**src/rtl/fir_out_if.sv**
```systemverilog
// fir_out_if: groups the FIR output-stage signals.
// master = datapath/consumer side (drives y, strobes, stall, clear).
// slave  = the fir_out block itself.
interface fir_out_if #(
  parameter int DEPTH = 4
);
  localparam int LEVEL_W = $clog2(DEPTH) + 1;

  logic               y_valid;
  logic [17:0]        y;
  logic               sout_hold;
  logic               clear_ovf;
  logic               sout;
  logic               sout_frame;
  logic               sat;
  logic               overflow;
  logic [7:0]         drop_cnt;
  logic [LEVEL_W-1:0] level;

  modport master (
    output y_valid, y, sout_hold, clear_ovf,
    input  sout, sout_frame, sat, overflow, drop_cnt, level
  );

  modport slave (
    input  y_valid, y, sout_hold, clear_ovf,
    output sout, sout_frame, sat, overflow, drop_cnt, level
  );
endinterface

```
**src/rtl/fir_out.sv**
```systemverilog
// fir_out: output stage of the 4-tap FIR. Scales each result by a right
// shift, saturates to 8 unsigned bits, buffers it in a DEPTH-entry FIFO and
// sends it MSB-first on a framed serial line. Reports clipping and drops.
// Optional feature macro: FIR_OUT_ROUND_EN (round half-up instead of truncate).
module fir_out #(
  parameter int DEPTH = 4,
  parameter int SHIFT = 8
) (
  input  logic     clk,
  input  logic     reset,
  fir_out_if.slave bus
);
  localparam int AW = $clog2(DEPTH);
  localparam int LW = AW + 1;

`ifdef FIR_OUT_ROUND_EN
  localparam logic [18:0] ROUND_ADD = 19'(1) << (SHIFT - 1);
`else
  localparam logic [18:0] ROUND_ADD = '0;
`endif

  typedef enum logic [1:0] {ST_IDLE, ST_SHIFT, ST_GAP} tx_state_e;

  tx_state_e         state_q, state_d;
  logic [7:0]        mem_q [DEPTH];
  logic [AW-1:0]     wr_ptr_q, wr_ptr_d;
  logic [AW-1:0]     rd_ptr_q, rd_ptr_d;
  logic [LW-1:0]     count_q, count_d;
  logic [7:0]        sh_q, sh_d;
  logic [2:0]        bit_cnt_q, bit_cnt_d;
  logic              sat_q, sat_d;
  logic              overflow_q, overflow_d;
  logic [7:0]        drop_cnt_q, drop_cnt_d;

  logic [18:0]       sum;
  logic [18:0]       q;
  logic              clip;
  logic [7:0]        word;
  logic              full, empty, pop, push, drop;

  // Scale and saturate the incoming result (19-bit sum cannot wrap).
  always_comb begin
    sum  = {1'b0, bus.y} + ROUND_ADD;
    q    = sum >> SHIFT;
    clip = |q[18:8];
    word = clip ? 8'hFF : q[7:0];
  end

  // FIFO push/pop/drop decisions; a pop frees a slot for a same-edge write.
  always_comb begin
    full  = (count_q == LW'(DEPTH));
    empty = (count_q == '0);
    pop   = (state_q == ST_IDLE) && !empty && !bus.sout_hold;
    push  = bus.y_valid && (!full || pop);
    drop  = bus.y_valid && full && !pop;
  end

  // Next-state for pointers, occupancy and status flags.
  // NOTE: every always_comb output gets a default first so no path leaves it unassigned (no latch).
  always_comb begin
    wr_ptr_d   = push ? wr_ptr_q + AW'(1) : wr_ptr_q;
    rd_ptr_d   = pop  ? rd_ptr_q + AW'(1) : rd_ptr_q;
    count_d    = count_q;
    case ({push, pop})
      2'b10:   count_d = count_q + LW'(1);
      2'b01:   count_d = count_q - LW'(1);
      default: count_d = count_q;
    endcase
    sat_d      = bus.y_valid && clip;
    overflow_d = overflow_q;
    drop_cnt_d = drop_cnt_q;
    if (drop) begin
      overflow_d = 1'b1;
      if (bus.clear_ovf)
        drop_cnt_d = 8'd1;
      else if (drop_cnt_q != 8'hFF)
        drop_cnt_d = drop_cnt_q + 8'd1;
    end else if (bus.clear_ovf) begin
      overflow_d = 1'b0;
      drop_cnt_d = 8'd0;
    end
  end

  // Transmitter FSM: load on pop, shift 8 unstalled cycles, one gap cycle.
  always_comb begin
    state_d   = state_q;
    sh_d      = sh_q;
    bit_cnt_d = bit_cnt_q;
    case (state_q)
      ST_IDLE: begin
        if (pop) begin
          sh_d      = mem_q[rd_ptr_q];
          bit_cnt_d = 3'd0;
          state_d   = ST_SHIFT;
        end
      end
      ST_SHIFT: begin
        if (!bus.sout_hold) begin
          sh_d = {sh_q[6:0], 1'b0};
          if (bit_cnt_q == 3'd7) begin
            bit_cnt_d = 3'd0;
            state_d   = ST_GAP;
          end else begin
            bit_cnt_d = bit_cnt_q + 3'd1;
          end
        end
      end
      ST_GAP:  state_d = ST_IDLE;
      default: state_d = ST_IDLE;
    endcase
  end

  // FIFO storage write port.
  // NOTE: storage is deliberately not reset; resetting the pointers and count discards its contents.
  always_ff @(posedge clk) begin
    if (push) mem_q[wr_ptr_q] <= word;
  end

  // Control and status registers, cleared asynchronously.
  // NOTE: sequential state uses non-blocking assignments so all flops update together at the edge.
  always_ff @(posedge clk or posedge reset) begin
    if (reset) begin
      state_q    <= ST_IDLE;
      wr_ptr_q   <= '0;
      rd_ptr_q   <= '0;
      count_q    <= '0;
      sh_q       <= '0;
      bit_cnt_q  <= '0;
      sat_q      <= 1'b0;
      overflow_q <= 1'b0;
      drop_cnt_q <= '0;
    end else begin
      state_q    <= state_d;
      wr_ptr_q   <= wr_ptr_d;
      rd_ptr_q   <= rd_ptr_d;
      count_q    <= count_d;
      sh_q       <= sh_d;
      bit_cnt_q  <= bit_cnt_d;
      sat_q      <= sat_d;
      overflow_q <= overflow_d;
      drop_cnt_q <= drop_cnt_d;
    end
  end

  assign bus.sout       = (state_q == ST_SHIFT) && sh_q[7];
  assign bus.sout_frame = (state_q == ST_SHIFT);
  assign bus.sat        = sat_q;
  assign bus.overflow   = overflow_q;
  assign bus.drop_cnt   = drop_cnt_q;
  assign bus.level      = count_q;
endmodule

```
**src/flat_wrapper.sv**
```systemverilog
// flat-port wrapper written by rule: the top's interface ports become plain ports
module fir_out_flat 
#(
  parameter int DEPTH = 4,
  parameter int SHIFT = 8
)
  (clk, reset, bus_y_valid, bus_y, bus_sout_hold, bus_clear_ovf, bus_sout, bus_sout_frame, bus_sat, bus_overflow, bus_drop_cnt, bus_level);
  fir_out_if #(.DEPTH(DEPTH)) bus_i ();
  input  logic clk;
  input  logic reset;
  input wire logic [$bits(bus_i.y_valid)-1:0] bus_y_valid;
  input wire logic [$bits(bus_i.y)-1:0] bus_y;
  input wire logic [$bits(bus_i.sout_hold)-1:0] bus_sout_hold;
  input wire logic [$bits(bus_i.clear_ovf)-1:0] bus_clear_ovf;
  output wire logic [$bits(bus_i.sout)-1:0] bus_sout;
  output wire logic [$bits(bus_i.sout_frame)-1:0] bus_sout_frame;
  output wire logic [$bits(bus_i.sat)-1:0] bus_sat;
  output wire logic [$bits(bus_i.overflow)-1:0] bus_overflow;
  output wire logic [$bits(bus_i.drop_cnt)-1:0] bus_drop_cnt;
  output wire logic [$bits(bus_i.level)-1:0] bus_level;
  assign bus_i.y_valid = bus_y_valid;
  assign bus_i.y = bus_y;
  assign bus_i.sout_hold = bus_sout_hold;
  assign bus_i.clear_ovf = bus_clear_ovf;
  assign bus_sout = bus_i.sout;
  assign bus_sout_frame = bus_i.sout_frame;
  assign bus_sat = bus_i.sat;
  assign bus_overflow = bus_i.overflow;
  assign bus_drop_cnt = bus_i.drop_cnt;
  assign bus_level = bus_i.level;
  fir_out #(.DEPTH(DEPTH), .SHIFT(SHIFT)) u_core (.clk(clk), .reset(reset), .bus(bus_i));
endmodule
```
**config.mk**
```make
export PLATFORM = sky130hd
export DESIGN_NAME = fir_out_flat
export DESIGN_NICKNAME = d
export VERILOG_FILES = /design/src/rtl/fir_out_if.sv /design/src/rtl/fir_out.sv /design/src/flat_wrapper.sv
export SDC_FILE = /design/constraint.sdc
export NUM_CORES = 1
export LEC_CHECK = 0
export ABC_AREA = 1
export CORE_AREA = 2 2 84 86
export CTS_CLUSTER_SIZE = 28
export DETAILED_ROUTE_END_ITERATION = 8
export DIE_AREA = 0 0 86 88
export PLACE_DENSITY = 0.75
export SLEW_MARGIN = 30
export SYNTH_ARGS = -nofsm -noshare
export SYNTH_HDL_FRONTEND = slang
export SYNTH_SLANG_ARGS = --single-unit
export TNS_END_PERCENT = 50
```
**constraint.sdc**
```tcl
create_clock -name clk -period 2 [get_ports clk]
set_input_delay 0.3 -clock clk [delete_from_list [all_inputs] [get_ports clk]]
set_output_delay 0.3 -clock clk [all_outputs]
set_load 0.01 [all_outputs]
```
==> flow_summary.json, run 1 <==
{
  "vias": 2212,
  "yosys-top-cells-count": "nand2_1 (108), nand3_1 (35), edfxtp_1 (32), inv_1 (32), dfrtp_1 (30)",
  "synth_cells": 318,
  "area_growth_pct": 23.8,
  "synth-async-reset-ratio": 0.484,
  "drt_pre_antenna_iters": 4,
  "grt_overflow": 0,
  "drt_iter0_markers": 170,
  "clock_path_buffers": 2,
  "worst_pin_slew_ps": 524,
  "die_area_sq_mm": 0.00757,
  "crit_arrival_ps": 2130,
  "gp_congestion": 0.848,
  "synth_top_area_frac": 0.322,
  "synth_area_leaders": "edfxtp_1 (32%), dfrtp_1 (25%), nand2_1 (14%)",
  "critPathKind": "register to register",
  "die_h_um": 88,
  "drv_slew": 0,
  "postPlaceCellArea_sq_mm": 0.00347,
  "setup_viol": 0,
  "max_freq_mhz": 536,
  "groute.usage.overall": 0.175,
  "die-width_um": 86,
  "fin_tns_setup_ps": 0,
  "grt_pass1_vias": 2274,
  "status": "finished clean",
  "post_cts_buffers": 0,
  "cap_violations": 0,
  "num_rows": 30,
  "min-delay-path-class": "input pin to async pin",
  "cts_tree": "done",
  "grt_max_degree": 31,
  "start_util": 0.449,
  "finClkSkew_ps": 9.90,
  "synth_nets": 350,
  "antenna_found_initial": 0,
  "finalPower_mw": 4.51,
  "ios": 38,
  "post-route-cell-area_sq_mm": 0.00369,
  "cts_buffers": 9,
  "hold_viol_final": 0,
  "yosysTopAreaCell": "edfxtp_1",
  "routedWlPerCell_um": 12.7,
  "slew_headroom": 0.649,
  "cts-hold-fix-buffers": 0,
  "wl_um": 5790,
  "root_buffer": "clkbuf_8",
  "synth.yosys.seq_area_share": 0.574,
  "ir_drop_mv": 0.562,
  "syn_area_sq_mm": 0.00298,
  "num_antenna_cells": 0,
  "critPathCaptureType": "register",
  "rr_startpoint": "u_core.state_q[1]",
  "layout.nets": 403,
  "h-tree-depth": 3,
  "clk_latency_ps": 340,
  "synthMostInstantiatedCell": "nand2_1",
  "core_sq_mm": 0.00664,
  "dp_hpwl_um": 4090,
  "synth_flop_cell": "edfxtp_1",
  "io_buffer_count": 29,
  "worstReg2RegEnd": "u_core.bus.level[1]",
  "clkTransAtPathRegs_ps": 70,
  "rrSetupSlack_ps": 140,
  "drive_above_1_share": 0.152,
  "cp_max_fo": 3,
  "cp.required_ps": 2270,
  "period_share": 0.932,
  "fin_hold_ws_ps": 344,
  "synth_warnings": 0,
  "ys_types": 29,
  "final_util": 0.556,
  "cts.sinks": 62,
  "start_kind": "register",
  "cts.repair.resized": 1,
  "powerDensity_mw_per_mm2": 1220,
  "r2r_cells": 8,
  "grt_pass1_wl_um": 10100,
  "syn_avg_cell_area_sq_um": 9.38,
  "power_leakage_nw": 1.67,
  "grt_setup_unrepaired": "yes",
  "fill_cells": 592,
  "viasPerCell": 4.85,
  "period_needed_ps": 1860,
  "synth-seq-cells": 62,
  "drc_errors": 0,
  "ant_nets": 0,
  "synth_edf_count": 32
}
[how the worst max path moves through the flow]
| stage | start | end | slack (ps) | depth (start not counted) |
|---|---|---|---|---|
| after floorplan | u_core.bus.level[0] | u_core.bus.level[2] | 100 | 9 |
| after global placement | bus_sout_hold | u_core.bus.level[2] | -190 | 11 |
| after detailed placement | bus_sout_hold | u_core.bus.level[2] | -240 | 11 |
| after CTS | u_core.state_q[0] | bus_sout | 20 | 5 |
| after global routing | u_core.state_q[1] | u_core.bus.level[2] | -30 | 11 |
| final | u_core.state_q[1] | u_core.bus.level[1] | 140 | 8 |
[sequential cells by signal, summed over array words and instances, names as in the netlist]
| register | count |
|---|---|
| u_core.bus.drop_cnt | 8 |
| u_core.bus.level | 3 |
| u_core.sh_q | 8 |
| u_core.bus.sat | 1 |
| u_core.rd_ptr_q | 2 |
| u_core.bus.overflow | 1 |
| u_core.state_q | 2 |
| u_core.bit_cnt_q | 3 |
| u_core.mem_q | 32 |
| u_core.wr_ptr_q | 2 |
[cells by family (layout without fill, tap and decap cells)]
kind of cell               Yosys count  count (layout)  synth area share
DFF                                 62              62             0.574
AOI/OAI and AO/OA                   15              15            0.0336
adders and majority gates            9               9            0.0403
and+or+nand+nor                    182             182             0.270
xor gates and xnor gates             7               7            0.0206
buffers and inverters               43             101            0.0617
[cells in the final DEF, fill, tap and decap left out, types with 2 or more instances in the layout]
cell             instances
nand3_1                 35
nor2_4                   4
nor3_1                   3
xor2_1                   4
nand4_1                  2
inv_6                    3
clkbuf_8                 9
clkdlybuf4s50_1         27
dlymetal6s2s_1           2
inv_1                   31
inv_2                    5
xnor2_1                  3
buf_4                   20
a21oi_1                  2
nand2_2                  4
clkinvlp_4               3
dfrtp_1                 30
nor2_1                  21
edfxtp_1                32
nand2_4                  2
nand2_1                108
o21ai_0                  6
ha_1                     8
[power by group]
| part | internal (mW) | total, mW | switching (mW) |
|---|---|---|---|
| Clock | 0.587 | 1.12 | 0.533 |
| Combinational | 0.636 | 1.56 | 0.927 |
| Sequential | 1.65 | 1.83 | 0.177 |
[critical path, cell delays in order, from the launching register on]
cell and delay (ps):
dfrtp_1 420, nor2_1 260, nand2_1 80, nand2_1 90, nand2_2 60, ha_1 190, inv_1 100, fa_2 440
o21ai_0 160
[area by class of cell]
class | instances | area [sq um] | area share
clock inverters | 7 | 78.8 | 0.0213
flip-flops and latches | 62 | 1710 | 0.463
clock buffers | 9 | 124 | 0.0335
well taps | 80 | 100 | 0.0271
multi-input cells | 213 | 1100 | 0.297
repair buffers | 49 | 445 | 0.121
inverters | 36 | 135 | 0.0366
[routing by layer]
metal | part of all wire | wire length (um) | up-vias | GRT usage
li1 | - | - | 1129 | -
met1 | 0.44 | 2520 | 1032 | 0.204
met2 | 0.51 | 2960 | 37 | 0.300
met3 | 0.030 | 171 | 14 | 0.0358
met4 | 0.025 | 142 | 0 | 0.102
met5 | 0 | 0 | - | 0
[per-stage QoR]
stage / setup slack [ps] / instances
after global placement: -190 / 440
final: 136 / 456
after CTS: 20.6 / 456
after floorplan: 99.1 / 318
after global routing: -25.1 / 456
after detailed placement: -242 / 440
Power figures use the tool's default switching activity.
==> run 2: changes to the inputs <==
- CTS_CLUSTER_DIAMETER: default -> 40
==> results of run 2 <==
Same layout as run 1: the final DEF is identical, and so are final timing and power.
==> run 3: changes to the inputs <==
- MAX_ROUTING_LAYER: default -> met4
- PLACE_DENSITY: 0.75 -> default
- PLACE_DENSITY_LB_ADDON: default -> 0.15
==> run 3 against run 2 <==
Highest routed layer unchanged; via count fell by 1.0%; register-to-register slack is essentially flat; final area fell by 0.88%.
==> flow_summary.json, run 3 (synthesis gave the netlist of run 1 again) <==
{
  "max_stage_delay_ps": 520,
  "gp_congestion": 0.782,
  "vias": 2189,
  "regMostFlops": "u_core.mem_q",
  "drt_pre_antenna_iters": 4,
  "start_util": 0.449,
  "slew_headroom": 0.653,
  "core_sq_mm": 0.00664,
  "crit_arrival_ps": 1610,
  "wl_um": 5590,
  "rrSetupSlack_ps": 140,
  "critical_path.top_delay_family": "buffers and inverters",
  "r2r_cells": 8,
  "max_freq_mhz": 525,
  "grt_pass1_vias": 2129,
  "num_rows": 30,
  "clock_path_buffers": 2,
  "ant_nets": 0,
  "cts_buffers": 9,
  "clk_latency_ps": 340,
  "cap_violations": 0,
  "num_antenna_cells": 0,
  "cts_tree": "done",
  "ir_drop_mv": 0.492,
  "grt_max_degree": 31,
  "fin_tns_setup_ps": 0,
  "dp_hpwl_um": 3890,
  "drv_slew": 0,
  "layout.nets": 402,
  "groute.usage.overall": 0.176,
  "hold_viol_final": 0,
  "root_buffer": "clkbuf_8",
  "h-tree-depth": 3,
  "worstReg2RegEnd": "u_core.bus.level[1]",
  "critPathKind": "register to output pin",
  "min-delay-path-class": "input pin to async pin",
  "routedWlPerCell_um": 12.3,
  "io_buffer_count": 29,
  "setup_ws_ps": 93.6,
  "rr_startpoint": "u_core.state_q[1]",
  "cp_slowest_cell": "clkdlybuf4s50_1",
  "path_buf_inv": 3,
  "ios": 38,
  "final_common_cell": "nand2_1",
  "grt_setup_unrepaired": "yes",
  "cts.sinks": 62,
  "start_kind": "register",
  "powerDensity_mw_per_mm2": 1190,
  "viasPerCell": 4.81,
  "cp_max_fo": 4,
  "grt_overflow": 0,
  "drc_errors": 0,
  "setup_viol": 0,
  "drive_above_1_share": 0.149,
  "cp.required_ps": 1700,
  "largest_register_ffs": 32,
  "drt_iter0_markers": 90,
  "area_growth_pct": 22.7,
  "period_needed_ps": 1910,
  "antenna_found_initial": 0,
  "worst_pin_slew_ps": 519,
  "most-common-layout-cells": "nand2_1 (108), nand3_1 (35), edfxtp_1 (32)",
  "grt_pass1_wl_um": 9850,
  "finClkSkew_ps": 12.8,
  "die_area_sq_mm": 0.00757,
  "die-width_um": 86,
  "clkTransAtPathRegs_ps": 80,
  "critPathCaptureType": "output pin",
  "post-place-ws_ps": -341,
  "power_leakage_nw": 1.67,
  "status": "finished clean",
  "die_h_um": 88,
  "crit_path_cell_trace": "inv_2, nor2_4, buf_4, clkdlybuf4s50_1",
  "period_share": 0.953
}
[run 3: power by group]
part | switching [mW] | internal [mW]
Combinational | 0.876 | 0.637
Clock | 0.530 | 0.463
Sequential | 0.189 | 1.65
Total | 1.59 | 2.75
[run 3: routing by layer]
layer | up-vias | share of wire | track usage
met5 | - | 0 | -
met4 | 0 | 0.014 | 0.0736
met3 | 6 | 0.036 | 0.0396
met2 | 35 | 0.48 | 0.270
met1 | 1021 | 0.47 | 0.226
li1 | 1127 | - | -
[run 3: metrics by stage]
step / cell area, sq um / hold WS [ps] / power (mW) / utilization / cells
6_report: 3660 / 329 / 4.35 / 0.551 / 455
5_1_grt: 3660 / 338 / 4.71 / 0.551 / 455
4_1_cts: 3640 / 336 / 4.38 / 0.547 / 453
3_5_place_dp: 3450 / 463 / 3.37 / 0.520 / 437
3_3_place_gp: 3450 / 457 / 3.34 / 0.520 / 437
2_1_floorplan: 2980 / 373 / 2.86 / - / 318
[run 3: worst max path at each step]
stage,from,end,slack [ps],depth (start not counted)
floorplan,u_core.bus.level[0],u_core.bus.level[2],100,9
global placement,bus_sout_hold,u_core.bus.level[2],-310,11
detailed placement,bus_sout_hold,u_core.bus.level[2],-340,11
CTS,bus_sout_hold,u_core.bus.level[2],4,11
global route,u_core.state_q[1],u_core.bus.level[1],-20,8
finish,u_core.state_q[0],bus_sout_frame,90,4
[run 3: repair_timing]
| action | CTS | global route |
|---|---|---|
| pin swaps | 0 | 1 |
| setup endpoints to repair | 1 | 2 |
| hold buffers | 0 | 0 |
| resized for setup | 1 | 6 |
| setup buffers | 0 | 2 |
[run 3: layout make-up]
type	instances	area, sq um
Clock buffer	9	124
Inverter	36	135
Timing Repair Buffer	48	438
Sequential cell	62	1710
Fill cell	602	2980
Clock inverter	7	56.3
Tap cell	80	100
Multi-Input combinational cell	213	1090
[run 3: worst reg2reg max path, delay by kind of cell (launching register included)]
kind                       cells  cell delay (ps)
adders and majority gates      2              620
AOI/OAI and AO/OA              1              170
buffers and inverters          1               90
DFF                            1              440
and+or+nand+nor                4              480
